## src/rtl/alu_pkg.sv

```systemverilog
// Shared types for the pipelined ALU: opcode encoding, flag layout and legality check.
package alu_pkg;

    typedef enum logic [3:0] {
        OP_ADD  = 4'd0,
        OP_SUB  = 4'd1,
        OP_AND  = 4'd2,
        OP_OR   = 4'd3,
        OP_XOR  = 4'd4,
        OP_SLT  = 4'd5,
        OP_SLTU = 4'd6,
        OP_SLL  = 4'd7,
        OP_SRL  = 4'd8,
        OP_SRA  = 4'd9,
        OP_MUL  = 4'd10
    } alu_op_e;

    typedef struct packed {
        logic neg;
        logic zero;
        logic carry;
        logic ovf;
    } alu_flags_t;

    localparam int FLAG_NEG   = 3;
    localparam int FLAG_ZERO  = 2;
    localparam int FLAG_CARRY = 1;
    localparam int FLAG_OVF   = 0;

    // Opcodes 11-15 are always reserved; MUL is legal only when the multiplier is built.
    function automatic logic is_legal_op(logic [3:0] op, logic mul_en);
        return (op <= OP_SRA) || (mul_en && (op == OP_MUL));
    endfunction

endpackage

```

## src/rtl/alu_mul_iter.sv

```systemverilog
// Iterative shift-add multiplier: one partial product per cycle, low WIDTH bits of a*b.
module alu_mul_iter #(
    parameter int WIDTH = 32
) (
    input  logic             clk,
    input  logic             rst_n,
    input  logic             start,
    input  logic [WIDTH-1:0] a,
    input  logic [WIDTH-1:0] b,
    output logic             busy,
    output logic             done,
    output logic [WIDTH-1:0] product
);

    localparam int CNT_W = $clog2(WIDTH);

    logic [CNT_W-1:0] cnt;
    logic [WIDTH-1:0] a_sh;
    logic [WIDTH-1:0] b_sh;
    logic [WIDTH-1:0] acc;
    logic [WIDTH-1:0] acc_nxt;

    // The final step's partial product is folded in combinationally so done and product align.
    assign acc_nxt = acc + (b_sh[0] ? a_sh : '0);
    assign done    = busy && (cnt == '0);
    assign product = acc_nxt;

    always_ff @(posedge clk or negedge rst_n) begin
        if (!rst_n) begin
            busy <= 1'b0;
            cnt  <= '0;
            a_sh <= '0;
            b_sh <= '0;
            acc  <= '0;
        end else if (start) begin
            busy <= 1'b1;
            cnt  <= CNT_W'(WIDTH - 1);
            a_sh <= a;
            b_sh <= b;
            acc  <= '0;
        end else if (busy) begin
            acc  <= acc_nxt;
            a_sh <= a_sh << 1;
            b_sh <= b_sh >> 1;
            cnt  <= cnt - 1'b1;
            if (cnt == '0)
                busy <= 1'b0;
        end
    end

endmodule

```

## src/rtl/alu_pipe.sv

```systemverilog
// Handshaked ALU with one registered output stage and flag/illegal reporting.
// Define ALU_PIPE_MUL_EN to execute opcode 10 on the iterative multiplier; otherwise it is reserved.
module alu_pipe
    import alu_pkg::*;
#(
    parameter int WIDTH = 32,
    parameter int TAG_W = 4
) (
    input  logic             clk,
    input  logic             rst_n,
    input  logic             in_valid,
    output logic             in_ready,
    input  logic [WIDTH-1:0] in_a,
    input  logic [WIDTH-1:0] in_b,
    input  logic [3:0]       in_op,
    input  logic [TAG_W-1:0] in_tag,
    output logic             out_valid,
    input  logic             out_ready,
    output logic [WIDTH-1:0] out_result,
    output logic [TAG_W-1:0] out_tag,
    output logic [3:0]       out_flags,
    output logic             out_illegal
);

    localparam int SH_W = $clog2(WIDTH);
    localparam int MSB  = WIDTH - 1;
`ifdef ALU_PIPE_MUL_EN
    localparam logic MUL_EN = 1'b1;
`else
    localparam logic MUL_EN = 1'b0;
`endif

    function automatic alu_flags_t make_flags(logic [WIDTH-1:0] r, logic c, logic v);
        alu_flags_t f;
        f.neg   = r[WIDTH-1];
        f.zero  = (r == '0);
        f.carry = c;
        f.ovf   = v;
        return f;
    endfunction

    alu_op_e                  op_p0;
    logic                     legal_p0;
    logic                     accept_p0;
    logic                     single_p0;
    logic signed [WIDTH-1:0]  a_s_p0;
    logic signed [WIDTH-1:0]  b_s_p0;
    logic [SH_W-1:0]          shamt_p0;
    logic [WIDTH:0]           sum_p0;
    logic [WIDTH:0]           diff_p0;
    logic [WIDTH-1:0]         result_p0;
    logic                     carry_p0;
    logic                     ovf_p0;
    alu_flags_t               flags_p0;

    logic                     vld_p1;
    logic [WIDTH-1:0]         result_p1;
    logic [TAG_W-1:0]         tag_p1;
    alu_flags_t               flags_p1;
    logic                     illegal_p1;

    assign op_p0     = alu_op_e'(in_op);
    assign legal_p0  = is_legal_op(in_op, MUL_EN);
    assign accept_p0 = in_valid && in_ready;
    assign a_s_p0    = $signed(in_a);
    assign b_s_p0    = $signed(in_b);
    assign shamt_p0  = in_b[SH_W-1:0];
    assign sum_p0    = {1'b0, in_a} + {1'b0, in_b};
    assign diff_p0   = {1'b0, in_a} - {1'b0, in_b};

    // ---- stage p0: combinational execute of single-cycle ops ----
    always_comb begin
        result_p0 = '0;
        carry_p0  = 1'b0;
        ovf_p0    = 1'b0;
        if (legal_p0) begin
            case (op_p0)
                OP_ADD: begin
                    result_p0 = sum_p0[WIDTH-1:0];
                    carry_p0  = sum_p0[WIDTH];
                    ovf_p0    = (in_a[MSB] == in_b[MSB]) && (sum_p0[MSB] != in_a[MSB]);
                end
                OP_SUB: begin
                    result_p0 = diff_p0[WIDTH-1:0];
                    carry_p0  = !diff_p0[WIDTH];
                    ovf_p0    = (in_a[MSB] != in_b[MSB]) && (diff_p0[MSB] != in_a[MSB]);
                end
                OP_AND:  result_p0 = in_a & in_b;
                OP_OR:   result_p0 = in_a | in_b;
                OP_XOR:  result_p0 = in_a ^ in_b;
                OP_SLT:  result_p0 = WIDTH'(a_s_p0 < b_s_p0);
                OP_SLTU: result_p0 = WIDTH'(in_a < in_b);
                OP_SLL:  result_p0 = in_a << shamt_p0;
                OP_SRL:  result_p0 = in_a >> shamt_p0;
                OP_SRA:  result_p0 = a_s_p0 >>> shamt_p0;
                default: result_p0 = '0;
            endcase
        end
        flags_p0 = make_flags(result_p0, carry_p0, ovf_p0);
    end

`ifdef ALU_PIPE_MUL_EN
    typedef enum logic {ST_IDLE, ST_MUL} state_e;

    state_e           state;
    state_e           state_nxt;
    logic             is_mul_p0;
    logic             idle_ready;
    logic             mul_start;
    logic             mul_busy;
    logic             mul_done;
    logic [WIDTH-1:0] mul_product;
    logic [TAG_W-1:0] mul_tag;

    assign is_mul_p0 = legal_p0 && (op_p0 == OP_MUL);
    assign single_p0 = accept_p0 && !is_mul_p0;
    assign in_ready  = rst_n && idle_ready;

    always_ff @(posedge clk or negedge rst_n) begin
        if (!rst_n)
            state <= ST_IDLE;
        else
            state <= state_nxt;
    end

    always_comb begin
        state_nxt  = state;
        idle_ready = 1'b0;
        mul_start  = 1'b0;
        case (state)
            ST_IDLE: begin
                idle_ready = !vld_p1 || out_ready;
                if (in_valid && rst_n && idle_ready && is_mul_p0) begin
                    mul_start = 1'b1;
                    state_nxt = ST_MUL;
                end
            end
            ST_MUL: begin
                if (mul_done || !mul_busy)
                    state_nxt = ST_IDLE;
            end
            default: state_nxt = ST_IDLE;
        endcase
    end

    always_ff @(posedge clk or negedge rst_n) begin
        if (!rst_n)
            mul_tag <= '0;
        else if (mul_start)
            mul_tag <= in_tag;
    end

    alu_mul_iter #(.WIDTH(WIDTH)) u_mul (
        .clk     (clk),
        .rst_n   (rst_n),
        .start   (mul_start),
        .a       (in_a),
        .b       (in_b),
        .busy    (mul_busy),
        .done    (mul_done),
        .product (mul_product)
    );
`else
    assign single_p0 = accept_p0;
    assign in_ready  = rst_n && (!vld_p1 || out_ready);
`endif

    // ---- stage p1: output register, held while the consumer stalls ----
    always_ff @(posedge clk or negedge rst_n) begin
        if (!rst_n) begin
            vld_p1     <= 1'b0;
            result_p1  <= '0;
            tag_p1     <= '0;
            flags_p1   <= '0;
            illegal_p1 <= 1'b0;
        end else if (single_p0) begin
            vld_p1     <= 1'b1;
            result_p1  <= result_p0;
            tag_p1     <= in_tag;
            flags_p1   <= flags_p0;
            illegal_p1 <= !legal_p0;
`ifdef ALU_PIPE_MUL_EN
        end else if (mul_done) begin
            vld_p1     <= 1'b1;
            result_p1  <= mul_product;
            tag_p1     <= mul_tag;
            flags_p1   <= make_flags(mul_product, 1'b0, 1'b0);
            illegal_p1 <= 1'b0;
`endif
        end else if (vld_p1 && out_ready) begin
            vld_p1     <= 1'b0;
        end
    end

    assign out_valid   = vld_p1;
    assign out_result  = result_p1;
    assign out_tag     = tag_p1;
    assign out_flags   = flags_p1;
    assign out_illegal = illegal_p1;

endmodule
```

## config.mk

```make
export PLATFORM = sky130hd
export DESIGN_NAME = alu_pipe
export DESIGN_NICKNAME = d
export VERILOG_FILES = /design/src/rtl/alu_pkg.sv /design/src/rtl/alu_mul_iter.sv /design/src/rtl/alu_pipe.sv
export SDC_FILE = /design/constraint.sdc
export NUM_CORES = 1
export LEC_CHECK = 0
export CAP_MARGIN = 10
export CELL_PAD_IN_SITES_DETAIL_PLACEMENT = 2
export CELL_PAD_IN_SITES_GLOBAL_PLACEMENT = 2
export CORE_ASPECT_RATIO = 1.5
export CORE_MARGIN = 2
export CORE_UTILIZATION = 38
export DETAILED_ROUTE_END_ITERATION = 8
export GPL_TIMING_DRIVEN = 0
export PLACE_DENSITY = 0.88
export SLEW_MARGIN = 30
export SYNTH_ARGS = -nofsm -noshare
export SYNTH_HDL_FRONTEND = slang
export SYNTH_SLANG_ARGS = --single-unit
```

## constraint.sdc

```tcl
create_clock -name clk -period 4.79 [get_ports clk]
set_input_delay 1.1975 -clock clk [delete_from_list [all_inputs] [get_ports clk]]
set_output_delay 1.1975 -clock clk [all_outputs]
set_load 0.02 [all_outputs]
```

==> out/results.txt, run 1 <==
CTS Hold Bufs: 0
number of library cell types mapped by synthesis: 84
Syn Inst Count: 1577
mean post-synth cell area: 7.44 um^2
number of global-route vias before repair: 20189
Place WS: -3.84 ns
Initial Util: 38.7%
root buf cell: clkbuf_16
die height: 219 um
TritonCTS Buffers: 5
Synth top cells by count: 144 x nand2_1, 132 x nor2_1, 118 x a21oi_1
largest net degree at the start of global routing: 32
dpl hpwl: 65.2 mm
IO buf count: 116
Max clock buf depth: 2
leading area contributor after synthesis: ha_1
global route overflow: 69
status: stopped before the end
Seq/Total Area, Yosys: 8.74%
post-synth net total: 1760
Die Width: 148 um
largest cells by area after synthesis: ha_1 11%, mux4_2 9.4%, dfrtp_1 8.7%
GP Congestion: 1.14
synthesized area: 0.0117 mm^2
Top FF cell, synth: dfrtp_1
I/O pins: 119
Fail Step: 5_1_grt
Std-Cell Rows: 78
YS warnings: 0
clock sink count: 41
top-area cell type share of the netlist area: 11.2%
#FFs+latches synth: 41
CTS HTree Levels: 2
number of enable flip-flop cells after synthesis: 0
ys async rst share: 100%
error msg: [ERROR GRT-0116] Global routing finished with congestion. Check the congestion regions in the DRC Viewer.
total global-route track usage: 63.3%
dpl cell area: 0.0136 mm^2
count leader, synth: nand2_1
first-pass GRT wire length: 150 mm
stage by stage:
stage	cells	utilization, %	setup TNS, ns
detailed placement	2095	45.0	-46.22
CTS	2156	50.2	-1.15
global placement	2093	44.8	-43.36
floorplan	1577	-	-0.349
kinds of logic after synthesis:
logic type	Yosys count	share of synthesized area, %
simple gates	520	22.1
compound gates	509	29.6
buf+inv	233	8.02
mux	157	19.3
fa+ha+maj	107	11.5
flops	41	8.74
xor+xnor	10	0.746
metal layers:
metal	GRT usage [%]	GRT overflow
met1	63.5	0
met3	32.5	2
met5	0.781	0
met4	66.9	29
met2	90.5	38
repair_timing:
action / in CTS
pin swaps: 34
buffers inserted: 61
hold endpoints to repair: 0
endpoints found under the setup margin: 33
gates resized for setup: 329
==> run 2: changes to the inputs <==
--- a/config.mk
+++ b/config.mk
@@ -6,14 +6,11 @@
 export NUM_CORES = 1
 export LEC_CHECK = 0
 export CAP_MARGIN = 10
-export CELL_PAD_IN_SITES_DETAIL_PLACEMENT = 2
-export CELL_PAD_IN_SITES_GLOBAL_PLACEMENT = 2
-export CORE_ASPECT_RATIO = 1.5
 export CORE_MARGIN = 2
-export CORE_UTILIZATION = 38
+export CORE_UTILIZATION = 30
 export DETAILED_ROUTE_END_ITERATION = 8
 export GPL_TIMING_DRIVEN = 0
-export PLACE_DENSITY = 0.88
+export PLACE_DENSITY_LB_ADDON = 0.15
 export SLEW_MARGIN = 30
 export SYNTH_ARGS = -nofsm -noshare
 export SYNTH_HDL_FRONTEND = slang
==> run 2 against run 1 <==
Effect of this change: the flow now finishes, with violations (setup timing); synthesized cell count unchanged; area after synthesis unchanged.
==> out/results.txt, run 2 <==
max FFs per register: 32
Worst Setup End Kind: flip-flop
core box area: 0.0386 mm^2
peak supply drop: 0.125 mV
Critical-path top delay cell: or4_4
Final Util: 40.1%
Leakage Power: 0.00619 uW
IO buf count: 116 (unchanged)
CP most frequent cell: buf_4
Synth top cells by count: 144 x nand2_1, 132 x nor2_1, 118 x a21oi_1 (unchanged)
count leader, synth: nand2_1 (unchanged)
leading area contributor after synthesis: ha_1 (unchanged)
hold path startpoint: out_result[12]
failing checks: setup timing
worst reg2reg path depth: 11
largest cells by area after synthesis: ha_1 11%, mux4_2 9.4%, dfrtp_1 8.7% (unchanged)
Max clock buf depth: 2 (unchanged)
via count: 14977
die footprint: 0.0407 mm^2
ANT nets after route: 0
#FFs+latches synth: 41 (unchanged)
Worst Hold End: out_result[12]
Crit path max-delay family: simple AND/OR/NAND/NOR gates
status: finished, violations left (was stopped before the end)
TritonCTS Buffers: 5 (unchanged)
Cell Pwr Density: 189 mW/mm^2
Top FF cell, synth: dfrtp_1 (unchanged)
mean post-synth cell area: 7.44 um^2 (unchanged)
number of global-route vias before repair: 14409
# Max-Cap Violations: 0
GP Congestion: 1.07 (was 1.14)
largest net degree at the start of global routing: 27
DR WL/cell: 33.2 um
final hold slack: 0.481 ns
Residual DRC: 0
share of cells above drive strength 1: 23.6%
number of enable flip-flop cells after synthesis: 0 (unchanged)
Max stage delay on crit path: 0.56 ns
YS warnings: 0 (unchanged)
root buf cell: clkbuf_16 (unchanged)
total wire length: 75.1 mm
most frequent cells in the layout: 140 x nand2_1, 126 x nor2_1, 100 x a21oi_1, 100 x ha_1, 95 x inv_1
r2r startpoint: out_valid
CTS HTree Levels: 2 (unchanged)
Std-Cell Rows: 72 (was 78)
number of library cell types mapped by synthesis: 84 (unchanged)
Critical Path, Cell by Cell: buf_4 > clkbuf_16 > inv_1 > clkbuf_8 > buf_12 > clkbuf_16 > ha_1 > clkbuf_8 > nor2_1 > o21ai_4 > a31oi_4 > o21ai_4 > nor2_1 > a311oi_2 > buf_4 > buf_4 > a221o_1 > a21o_1 > or4_4 > or4_4 > o31ai_2
worst reg2reg path endpoint: out_flags[2]
Area Growth Syn to Fin: 32.1%
DR vias/cell: 6.62
global route overflow: 0
first-pass GRT wire length: 107 mm
most common cell after layout, fill and taps aside: nand2_1
Syn Inst Count: 1577 (unchanged)
CTS tree: built
post-synth net total: 1760 (unchanged)
RSZ-0062 raised after global routing: true
ys async rst share: 100% (unchanged)
Reg2Reg Setup Slack: 1.37 ns
Final setup violation count: 3
die height: 202 um (was 219 um)
CTS clk-pin slew, worst paths: 0.06 ns
Hold Crit Depth: 2
Final min period: 5.39 ns
Starting DRT DRC Count: 1900
CP Data Required Time: 4.99 ns
Bufs and invs on worst path: 9
max-slew violations: 0
Initial Util: 30.4% (was 38.7%)
worst slew pin tran: 1.10 ns
CTS Hold Bufs: 0 (unchanged)
clock sink count: 41 (unchanged)
Final Net Count: 1927
worst skew pair latency: 0.29 ns
Hold WC Path Type: flip-flop to flip-flop
I/O pins: 119 (unchanged)
Initial DRT Pass Iterations: 5
startpoint types: input port
dpl hpwl: 59.9 mm (was 65.2 mm)
worst setup margin: -0.601 ns
top-area cell type share of the netlist area: 11.2% (unchanged)
Seq/Total Area, Yosys: 8.74% (unchanged)
Worst Skew: 0.00207 ns
crit share post-route: 113%
CP Max Fanout: 11
final hold violation count: 0
Die Width: 202 um (was 148 um)
Max Clk Rate: 186 MHz
synthesized area: 0.0117 mm^2 (unchanged)
initial antenna violation count: 2
Worst Path Class, Setup: input port to flip-flop
Slew HR: 26.5%
Critical Path AT: 5.60 ns
total global-route track usage: 36.1%
-- run 2: layer usage --
layer  up-vias  part of all wire [%]  global-route usage, %
li1       6342                     -                      -
met1      7373                    43                   50.9
met2      1041                    42                   54.1
met3       217                    11                   7.35
met4         4                   4.7                   13.3
met5         -                 0.029                      0
-- run 2: logic make-up after synthesis --
family / synth area share [%]
XOR/XNOR: 0.746
adder cells (fa/ha/maj): 11.5
flip-flops: 8.74
AND/OR/NAND/NOR: 22.1
AO/OA/AOI/OAI: 29.6
multiplexers: 19.3
buffers and inverters: 8.02
-- run 2: how the worst max path moves through the flow --
stage	cells past startpoint	slack, ns	to	startpoint
3_3_place_gp	17	-3.31	out_flags[2]	in_b[1]
4_1_cts	19	-0.51	out_flags[2]	in_b[1]
3_5_place_dp	17	-3.15	out_flags[2]	in_b[1]
5_1_grt	16	-0.65	out_flags[2]	in_a[19]
2_1_floorplan	18	-0.35	out_flags[2]	in_b[1]
6_report	21	-0.60	out_flags[2]	in_b[3]
-- run 2: what timing repair did --
action	in CTS	in global routing
endpoints found under the setup margin	32	7
pin swaps	42	8
buffers inserted	45	5
resized for setup	299	86
endpoints found under the hold margin	0	0
-- run 2: layout make-up --
cell class / count / area (um^2)
multi-input combinational: 1303 / 10700
antenna: 1 / 2.50
inverter: 100 / 394
fill: 3990 / 23100
sequential: 41 / 1030
timing repair buffer: 168 / 1540
clock inverter: 1 / 30.0
tap: 518 / 648
buffer: 125 / 1030
clock buffer: 7 / 143
-- run 2: worst register-to-register path, stage by stage (launching register included) --
cell	delay (ns)
dfrtp_1	0.38
nand2b_1	0.08
and2_1	0.12
clkbuf_1	0.19
nand2_1	0.38
a211oi_1	0.47
o211ai_1	0.22
a41oi_4	0.31
nand3_1	0.11
or4_4	0.44
or4_4	0.45
o31ai_2	0.19
-- run 2: power by group --
group	total, uW	internal (uW)	switching [uW]
combinational	2070	802	1270
clock	403	261	143
sequential	458	420	38.7
-- run 2: through the flow --
| stage | setup WS, ns | power [uW] | setup TNS [ns] | area [um^2] | std cells |
|---|---|---|---|---|---|
| finish | -0.601 | 2930 | -0.652 | 15500 | 2264 |
| global route | -0.649 | 3050 | -0.766 | 15500 | 2263 |
| CTS | -0.505 | 2840 | -0.505 | 15200 | 2259 |
| detailed placement | -3.15 | 2260 | -43.73 | 13800 | 2213 |
| global placement | -3.31 | 2270 | -47.30 | 13800 | 2211 |
| floorplan | -0.349 | 1480 | -0.349 | 11900 | 1577 |
Power figures use the tool's default switching activity.
